===== src/rtl/picobello_pkg.sv =====
// Opcode encodings and FSM state type shared by the offload integer reduction unit.
package picobello_pkg;

    typedef logic [3:0] reduction_op_t;

    localparam reduction_op_t RSelect = 4'd0;
    localparam reduction_op_t AAdd    = 4'd8;
    localparam reduction_op_t AMul    = 4'd9;
    localparam reduction_op_t AMinS   = 4'd10;
    localparam reduction_op_t AMaxS   = 4'd11;
    localparam reduction_op_t AMinU   = 4'd14;
    localparam reduction_op_t AMaxU   = 4'd15;

    typedef enum logic [1:0] {
        StIdle,
        StMul,
        StResp
    } reducer_state_e;

    function automatic logic is_int_reduction_op(input reduction_op_t op);
        logic supported;
        unique case (op)
            RSelect, AAdd, AMul, AMinS, AMaxS, AMinU, AMaxU: supported = 1'b1;
            default:                                         supported = 1'b0;
        endcase
        return supported;
    endfunction

endpackage


===== src/rtl/picobello_iter_multiplier.sv =====
// Iterative shift-add multiplier: consumes MulStepBits multiplier bits per cycle and
// pulses done_o in the cycle whose product_o carries the final low DataWidth bits.
module picobello_iter_multiplier #(
    parameter int unsigned DataWidth   = 64,
    parameter int unsigned MulStepBits = 4
) (
    input  logic                 clk_i,
    input  logic                 rst_ni,
    input  logic                 start_i,
    input  logic [DataWidth-1:0] multiplicand_i,
    input  logic [DataWidth-1:0] multiplier_i,
    output logic                 done_o,
    output logic [DataWidth-1:0] product_o
);

    localparam int unsigned NumSteps = DataWidth / MulStepBits;
    localparam int unsigned CntWidth = (NumSteps > 1) ? $clog2(NumSteps) : 1;
    localparam logic [CntWidth-1:0] LastCnt = CntWidth'(NumSteps - 1);

    logic [DataWidth-1:0] mcand_q, mcand_d;
    logic [DataWidth-1:0] mplier_q, mplier_d;
    logic [DataWidth-1:0] acc_q, acc_d;
    logic [CntWidth-1:0]  cnt_q, cnt_d;
    logic                 active_q, active_d;

    logic [DataWidth-1:0] partial;
    logic [DataWidth-1:0] acc_next;
    logic                 last_step;

    assign partial   = mcand_q * DataWidth'(mplier_q[MulStepBits-1:0]);
    assign acc_next  = acc_q + partial;
    assign last_step = active_q & (cnt_q == LastCnt);

    // The final step's sum is handed out combinationally so the caller can latch it
    // on the same edge, keeping the latency at NumSteps cycles in the MUL state.
    assign done_o    = last_step;
    assign product_o = acc_next;

    always_comb begin
        mcand_d  = mcand_q;
        mplier_d = mplier_q;
        acc_d    = acc_q;
        cnt_d    = cnt_q;
        active_d = active_q;
        if (start_i) begin
            mcand_d  = multiplicand_i;
            mplier_d = multiplier_i;
            acc_d    = '0;
            cnt_d    = '0;
            active_d = 1'b1;
        end else if (active_q) begin
            mcand_d  = mcand_q << MulStepBits;
            mplier_d = mplier_q >> MulStepBits;
            acc_d    = acc_next;
            cnt_d    = cnt_q + 1'b1;
            active_d = ~last_step;
        end
    end

    always_ff @(posedge clk_i or negedge rst_ni) begin
        if (!rst_ni) begin
            mcand_q  <= '0;
            mplier_q <= '0;
            acc_q    <= '0;
            cnt_q    <= '0;
            active_q <= 1'b0;
        end else begin
            mcand_q  <= mcand_d;
            mplier_q <= mplier_d;
            acc_q    <= acc_d;
            cnt_q    <= cnt_d;
            active_q <= active_d;
        end
    end

endmodule


===== src/rtl/picobello_offload_int_reducer.sv =====
// Integer reduction unit on the router offload port: one two-operand request in,
// one in-order result out; float opcodes return zero with the error flag set.
module picobello_offload_int_reducer
    import picobello_pkg::*;
#(
    parameter int unsigned DataWidth   = 64,
    parameter int unsigned MulStepBits = 4
) (
    input  logic                   clk_i,
    input  logic                   rst_ni,
    input  logic [2*DataWidth-1:0] offload_req_operands_i,
    input  logic [3:0]             offload_req_operation_i,
    input  logic                   offload_req_valid_i,
    output logic                   offload_req_ready_o,
    output logic [DataWidth-1:0]   offload_resp_result_o,
    output logic                   offload_resp_error_o,
    output logic                   offload_resp_valid_o,
    input  logic                   offload_resp_ready_i,
    output logic                   busy_o
);

    typedef logic [DataWidth-1:0] data_t;

    reducer_state_e state_q, state_d;
    data_t          result_q, result_d;
    logic           error_q, error_d;

    data_t         op_a, op_b;
    reduction_op_t opcode;
    data_t         alu_result;
    logic          fire;
    logic          mul_start;
    logic          mul_done;
    data_t         mul_product;

    assign op_a   = offload_req_operands_i[DataWidth-1:0];
    assign op_b   = offload_req_operands_i[2*DataWidth-1:DataWidth];
    assign opcode = offload_req_operation_i;

    assign offload_req_ready_o   = (state_q == StIdle) |
                                   ((state_q == StResp) & offload_resp_ready_i);
    assign fire                  = offload_req_valid_i & offload_req_ready_o;
    assign offload_resp_valid_o  = (state_q == StResp);
    assign offload_resp_result_o = result_q;
    assign offload_resp_error_o  = error_q;
    assign busy_o                = (state_q != StIdle);

    always_comb begin
        alu_result = '0;
        case (opcode)
            RSelect: alu_result = op_a;
            AAdd:    alu_result = op_a + op_b;
            AMinS:   alu_result = ($signed(op_a) < $signed(op_b)) ? op_a : op_b;
            AMaxS:   alu_result = ($signed(op_a) > $signed(op_b)) ? op_a : op_b;
            AMinU:   alu_result = (op_a < op_b) ? op_a : op_b;
            AMaxU:   alu_result = (op_a > op_b) ? op_a : op_b;
            default: alu_result = '0;
        endcase
    end

    picobello_iter_multiplier #(
        .DataWidth   (DataWidth),
        .MulStepBits (MulStepBits)
    ) u_mul (
        .clk_i          (clk_i),
        .rst_ni         (rst_ni),
        .start_i        (mul_start),
        .multiplicand_i (op_b),
        .multiplier_i   (op_a),
        .done_o         (mul_done),
        .product_o      (mul_product)
    );

    always_comb begin
        state_d   = state_q;
        result_d  = result_q;
        error_d   = error_q;
        mul_start = 1'b0;
        unique case (state_q)
            StIdle, StResp: begin
                if ((state_q == StResp) && offload_resp_ready_i) begin
                    state_d = StIdle;
                end
                // A fire in StResp implies the current response is also handshaken.
                if (fire) begin
                    if (opcode == AMul) begin
                        mul_start = 1'b1;
                        state_d   = StMul;
                    end else begin
                        result_d = alu_result;
                        error_d  = ~is_int_reduction_op(opcode);
                        state_d  = StResp;
                    end
                end
            end
            StMul: begin
                if (mul_done) begin
                    result_d = mul_product;
                    error_d  = 1'b0;
                    state_d  = StResp;
                end
            end
            default: state_d = StIdle;
        endcase
    end

    always_ff @(posedge clk_i or negedge rst_ni) begin
        if (!rst_ni) begin
            state_q  <= StIdle;
            result_q <= '0;
            error_q  <= 1'b0;
        end else begin
            state_q  <= state_d;
            result_q <= result_d;
            error_q  <= error_d;
        end
    end

endmodule

===== config.mk =====
export PLATFORM = sky130hd
export DESIGN_NAME = picobello_offload_int_reducer
export DESIGN_NICKNAME = d
export VERILOG_FILES = /design/src/rtl/picobello_pkg.sv /design/src/rtl/picobello_iter_multiplier.sv /design/src/rtl/picobello_offload_int_reducer.sv
export SDC_FILE = /design/constraint.sdc
export NUM_CORES = 1
export LEC_CHECK = 0
export CAP_MARGIN = 25
export CORE_AREA = 3 3 230 232
export CTS_CLUSTER_DIAMETER = 150
export DETAILED_ROUTE_END_ITERATION = 10
export DIE_AREA = 0 0 233 235
export PLACE_DENSITY = 0.85
export SYNTH_ARGS = -nofsm -noshare
export SYNTH_HDL_FRONTEND = slang
export SYNTH_SLANG_ARGS = --single-unit

===== constraint.sdc =====
create_clock -name clk_i -period 15.5 [get_ports clk_i]
set_input_delay 1.55 -clock clk_i [delete_from_list [all_inputs] [get_ports clk_i]]
set_output_delay 1.55 -clock clk_i [all_outputs]
set_load 0.02 [all_outputs]

==> reports/metrics.yaml, run 1 <==
cts.sinks: 264
hold_path_class: "reg2reg"
port_buffers: 203
clockBufferDepth: 3
synth_warnings: 0
irDropWorstVdd_mv: 0.110
skew_ns: 0.0192
grt_pass1_vias: 24993
cts-hold-fix-buffers: 0
viasPerCell: 6.22
dp.cells: 4025
min-delay-start: "offload_resp_error_o"
grt_setup_unrepaired: "false"
fp.dieW_um: 233
grt_start_max_net_pins: 160
coreArea_mm2: 0.0512
place_ws_ns: 8.90
firstDrtPassIters: 8
post_cts_buffers: 0
routedWlPerCell_um: 22.7
synth_ff_type: "dfrtp_1"
r2r-start: "u_mul.mplier_q[2]"
holdPathStages: 2
hold_viol: 0
r2r_end: "offload_resp_result_o[59]"
nNetsFinal: 3899
stdcell_count: 4087
clockPowerShare_pct: 13.9
cp_max_fo: 62
ys_top_cells_by_area: "dfrtp_1 (24%), fa_1 (13%), ha_1 (8.8%), mux2i_1 (6.3%), inv_1 (5.4%)"
fin_ws_ns: 9.04
gp_congestion: 0.997
synth_area_mm2: 0.0279
synth_common_cells: "inv_1 (403), nand2_1 (265), dfrtp_1 (264)"
crit_path_end_kind: "register"
setup-violations-final: 0
initial_core_util_pct: 54.4
synth_top_area_share_pct: 23.7
cell_internal_pwr_mw: 2.88
path_clk_slew_ns: 0.06
dr_total_vias: 25425
drt_iter0_drc: 3378
grt_antenna_before_repair: 4
slew_violations: 0
syn_avg_cell_area_um2: 8.43
grt_first_pass_wirelength_um: 144000
root_buffer: "clkbuf_16"
yosysSeqAreaShare_pct: 23.7
max_slew_margin_pct: 24.0
required_ns: 15.95
r2r_slack_ns: 9.04
leakage_nw: 14.7
num_rows: 83
startpoint_type: "register"
drive_above_1_share_pct: 3.32
yosysMostFrequentCell: "inv_1"
sw_frac_of_total_pct: 51.7
yosysUniqueCellTypes: 82
outcome: "complete, no violations"
worstRegToRegCells: 18
worstSkewPairLatency_ns: 0.57
p_sw_mw: 3.08
hold_ws_ns: 0.501
power_mw: 5.97
syn_nets: 3819
areaGrowthSynthToFinish_pct: 12.8
fin_crit_ns: 6.46
synth_edf_count: 0
grt.overflow.total: 0
max_freq_ghz: 0.155
syn_inst: 3305
pwr-share-comb_pct: 66.1
drc: 0
cts_resized: 0
ios: 204
h-tree-depth: 2
die-area_mm2: 0.0548
seqPwrFrac_pct: 20.0
worst_pin_slew_ns: 1.13
drt_wl_total_um: 92800
final_antenna_net_count: 0
grt_usage_pct: 33.5
critPathKind: "reg2reg"
hpwl_um: 70900
cts_buffers: 34
fin_crit_sh_pct: 41.7
cts_tree: "done"
maxCapViolations: 0
synth_async_sr_flop_share_pct: 100
synth.largest_area_cell: "dfrtp_1"
fin_tns_setup_ns: 0
die_h_um: 235
p_per_area_mw_per_mm2: 190
min_to: "offload_resp_error_o"
ys_ff_latch: 264
arrival_ns: 6.91
-- metal layers --
metal,global-route usage (%),routed length [um],vias up
li1,-,-,11409
met3,8.90,11100,262
met4,13.5,4530,2
met2,49.0,39500,1452
met5,0,14,-
met1,47.2,37700,12300
-- power by group through the flow --
stage	registers, mW	logic (mW)	clock network [mW]
global route	1.22	4.34	0.861
CTS	1.18	3.84	0.835
detailed placement	1.19	3.81	0
finish	1.19	3.95	0.829
global placement	1.18	3.69	0
floorplan	1.09	2.75	0
-- registers in the layout (all words and copies together) (netlist names) --
name and count:
offload_resp_error_o 1, offload_resp_result_o 64, state_q 2, u_mul.acc_q 64
u_mul.active_q 1, u_mul.cnt_q 4, u_mul.mcand_q 64, u_mul.mplier_q 64
-- critical path: stages, from the launching register on --
cell	delay, ns
dfrtp_1	0.38
buf_4	0.55
and2_1	0.25
fa_1	0.44
fa_1	0.53
fa_1	0.43
ha_1	0.40
a21oi_1	0.35
o21bai_1	0.11
a31oi_1	0.27
o2111ai_1	0.22
a221oi_1	0.63
a2bb2oi_1	0.39
a31oi_1	0.20
o21bai_2	0.30
nor3_1	0.10
a41oi_1	0.36
nor2_1	0.08
o32a_1	0.36
-- logic make-up after synthesis --
group	Yosys count	synth area share (%)
and+or+nand+nor	945	16.7
DFF	264	23.7
adders and majority gates	378	21.9
AOI/OAI and AO/OA	820	19.1
xor gates and xnor gates	128	4.02
buffers and inverters	592	8.13
muxes	178	6.40
-- per-stage QoR --
stage | cell area, um2 | utilization (%)
after global routing | 31400 | 61.4
after floorplan | 27900 | -
final | 31400 | 61.4
after CTS | 31300 | 61.2
after global placement | 30200 | 59.0
after detailed placement | 30200 | 59.0
-- final cells by class --
| type | instances | area [um2] |
|---|---|---|
| Clock inverter | 9 | 126 |
| Antenna cell | 5 | 12.5 |
| Fill cell | 4251 | 19800 |
| Tap cell | 680 | 851 |
| Inverter | 408 | 1530 |
| Sequential cell | 264 | 6610 |
| Clock buffer | 44 | 992 |
| Multi-Input combinational cell | 2449 | 19000 |
| Timing Repair Buffer | 228 | 2290 |
-- cell usage in the layout, fill, tap and decap left out, types with 44 or more instances in the layout --
| cell type | count |
|---|---|
| ha_1 | 195 |
| dfrtp_1 | 263 |
| o21ai_1 | 67 |
| fa_1 | 183 |
| xnor2_1 | 103 |
| clkdlybuf4s50_1 | 202 |
| nand3_1 | 47 |
| nand2_1 | 264 |
| a22oi_1 | 49 |
| a21oi_1 | 198 |
| nor2_1 | 215 |
| mux2i_1 | 176 |
| inv_1 | 403 |
| a21o_1 | 44 |
| a222oi_1 | 44 |
| o21ai_0 | 190 |
| and2_1 | 235 |
-- worst max path at each step --
stage	startpoint	endpoint	slack (ns)
finish	u_mul.mplier_q[2]	offload_resp_result_o[59]	9.04
global route	u_mul.mplier_q[1]	offload_resp_result_o[59]	8.77
CTS	u_mul.mplier_q[2]	offload_resp_result_o[59]	9.15
detailed placement	offload_req_operands_i[117]	offload_resp_result_o[14]	8.90
global placement	offload_req_operands_i[117]	offload_resp_result_o[14]	8.97
floorplan	u_mul.mplier_q[2]	offload_resp_result_o[56]	10.24
(Power assumes the default switching activity.)
==> inputs of run 2 (changes only) <==
==> constraint.sdc (replaced) <==
create_clock -name clk_i -period 6.5 [get_ports clk_i]
set_input_delay 0.65 -clock clk_i [delete_from_list [all_inputs] [get_ports clk_i]]
set_output_delay 0.65 -clock clk_i [all_outputs]
set_load 0.02 [all_outputs]
==> reports/metrics.yaml, run 2 (synthesis gave the netlist of run 1 again) <==
outcome: "finished with violations"
violations: "design-rule violations"
areaGrowthSynthToFinish_pct: 12.6
diodes: 0  # -5
use_met3_pct: 7.90  # -0.99 points
coreArea_mm2: 0.0512  # unchanged
drive_above_1_share_pct: 3.61  # +0.29 points
required_ns: 6.96  # -8.99 ns
startpoint: "u_mul.mplier_q[1]"
die-area_mm2: 0.0548  # unchanged
fin_crit_ns: 6.07  # -0.394 ns
dp.cells: 4039  # +0.35%
firstDrtPassIters: 11  # +3
grt_usage_pct: 33.3  # -0.20 points
skew_ns: 0.0156  # -0.00361 ns
hold_path_class: "in2async"
path_clk_slew_ns: 0.07  # about the same
slew_violations: 0  # unchanged
r2r_end: "offload_resp_result_o[62]"
cts_tree: "done"
max_freq_ghz: 0.165  # +6.5%
grt_first_pass_wirelength_um: 144000  # -0.13%
p_per_area_mw_per_mm2: 447  # +140%
drt_wl_total_um: 91700  # -1.2%
ios: 204  # unchanged
hpwl_um: 70600  # -0.35%
h-tree-depth: 1  # -1
die_h_um: 235  # unchanged
cp_max_fo: 30  # -52%
startpoint_type: "register"
max_slew_margin_pct: 31.7  # +7.7 points
critPathKind: "reg2reg"
irDropWorstVdd_mv: 0.370  # +240%
gp_congestion: 1.02  # +2.5%
dr_total_vias: 25463  # +0.15%
worstSkewPairLatency_ns: 0.60  # +0.03 ns
grt_setup_unrepaired: "false"
hold_viol: 0  # unchanged
initial_core_util_pct: 54.4  # unchanged
routedWlPerCell_um: 22.4  # -1.2%
root_buffer: "clkbuf_16"
stdcell_count: 4090  # +0.073%
grt_pass1_vias: 25387  # +1.6%
worstRegToRegCells: 20  # +2
final_antenna_net_count: 0  # unchanged
hold_ws_ns: 0.146  # -0.355 ns
worst_pin_slew_ns: 1.03  # -0.107 ns
r2r_slack_ns: 0.43  # -8.61 ns
layout_commonest_cell: "inv_1"
nNetsFinal: 3905  # +0.15%
final_cell_mix: "inv_1 (403), nand2_1 (264), dfrtp_1 (259)"
clockBufferDepth: 3  # unchanged
grt_util_met1_pct: 46.3  # -0.94 points
cts.sinks: 264  # unchanged
crit_path_end_kind: "register"
grt_start_max_net_pins: 138  # -14%
port_buffers: 203  # unchanged
viasPerCell: 6.23  # about the same
fp.dieW_um: 233  # unchanged
grt_busiest_layer: "met2"
fin_crit_sh_pct: 93.4  # +52 points
num_rows: 83  # unchanged
drt_iter0_drc: 3185  # -5.7%
cp-endpoint: "offload_resp_result_o[62]"
setup-violations-final: 0  # unchanged
cts_buffers: 30  # -12%
grt_antenna_before_repair: 2  # -2
maxCapViolations: 0  # unchanged
arrival_ns: 6.53  # -0.38 ns
fin_tns_setup_ns: 0  # unchanged
leakage_nw: 14.6  # -0.24%
post_cts_buffers: 0  # unchanged
r2r-start: "u_mul.mplier_q[1]"
grt_util_met2_pct: 50.2  # +1.3 points
grt.overflow.total: 0  # unchanged
drc: 6  # +6
run 2: cell types whose count changed in the layout (fill, tap and decap cells not counted), moves of 4 or more:
cell	previous run	this run
clkbuf_16	37	31
dfrtp_2	0	4
buf_12	1	6
dfrtp_1	263	259
buf_4	19	29
diode_2	5	0
run 2: layout make-up:
cell class,instances,area (um2)
repair buffers,238,2370
fillers,4260,19800
clock buffers,38,822
clock inverters,13,166
inverters,408,1530
well taps,680,851
multi-input cells,2449,19000
flip-flops and latches,264,6620
run 2: stage by stage:
stage                     area (um2)  power, mW  utilization [%]  setup slack (ns)
after CTS                      31400       13.7             61.3             0.254
after detailed placement       30400       11.9             59.3             0.310
after floorplan                27900       9.16                -              1.24
after global placement         30400       11.6             59.3             0.443
after global routing           31400       15.1             61.3            0.0394
final                          31400       14.0             61.3             0.429
run 2: what timing repair did:
item | in CTS | in global routing
hold endpoints to repair | 0 | 0
hold buffers | 0 | 0
endpoints found under the setup margin | 0 | 14
gates resized for setup | 0 | 4
run 2: routing by layer:
metal  wire length, um  vias up  part of all wire, %
met2             39700     1481                   43
li1                  -    11436                    -
met3             11500      263                   12
met4              4170        4                  4.5
met5                27        -                0.029
met1             36400    12279                   40
run 2: worst min path at each step:
stage                                  start                  endpoint  slack [ns]  depth (start not counted)
finish                                rst_ni           u_mul.acc_q[55]        0.15                          1
global route                          rst_ni           u_mul.acc_q[57]        0.23                          1
CTS                                   rst_ni            u_mul.acc_q[6]        0.20                          1
detailed placement  offload_resp_result_o[4]  offload_resp_result_o[4]        0.48                          2
global placement    offload_resp_result_o[9]  offload_resp_result_o[9]        0.47                          2
floorplan                             rst_ni      offload_resp_error_o        0.35                          0
run 2: critical path, stage by stage, from the launching register on:
cell      delay (ns)
dfrtp_2         0.60
and2_1          0.26
fa_1            0.50
fa_1            0.49
inv_1           0.05
fa_1            0.47
inv_1           0.04
ha_1            0.36
a21o_1          0.15
a21oi_1         0.09
a21oi_1         0.31
o31a_1          0.33
a21oi_1         0.11
buf_4           0.16
o41a_1          0.46
o31ai_1         0.50
a211oi_1        0.24
o211ai_1        0.29
nand2_1         0.13
xor2_1          0.28
o21ai_1         0.12
run 2: report_power, final:
part / switching (mW) / internal (mW)
clock: 0.739 / 1.01
combinational: 5.82 / 3.47
sequential: 0.753 / 2.23
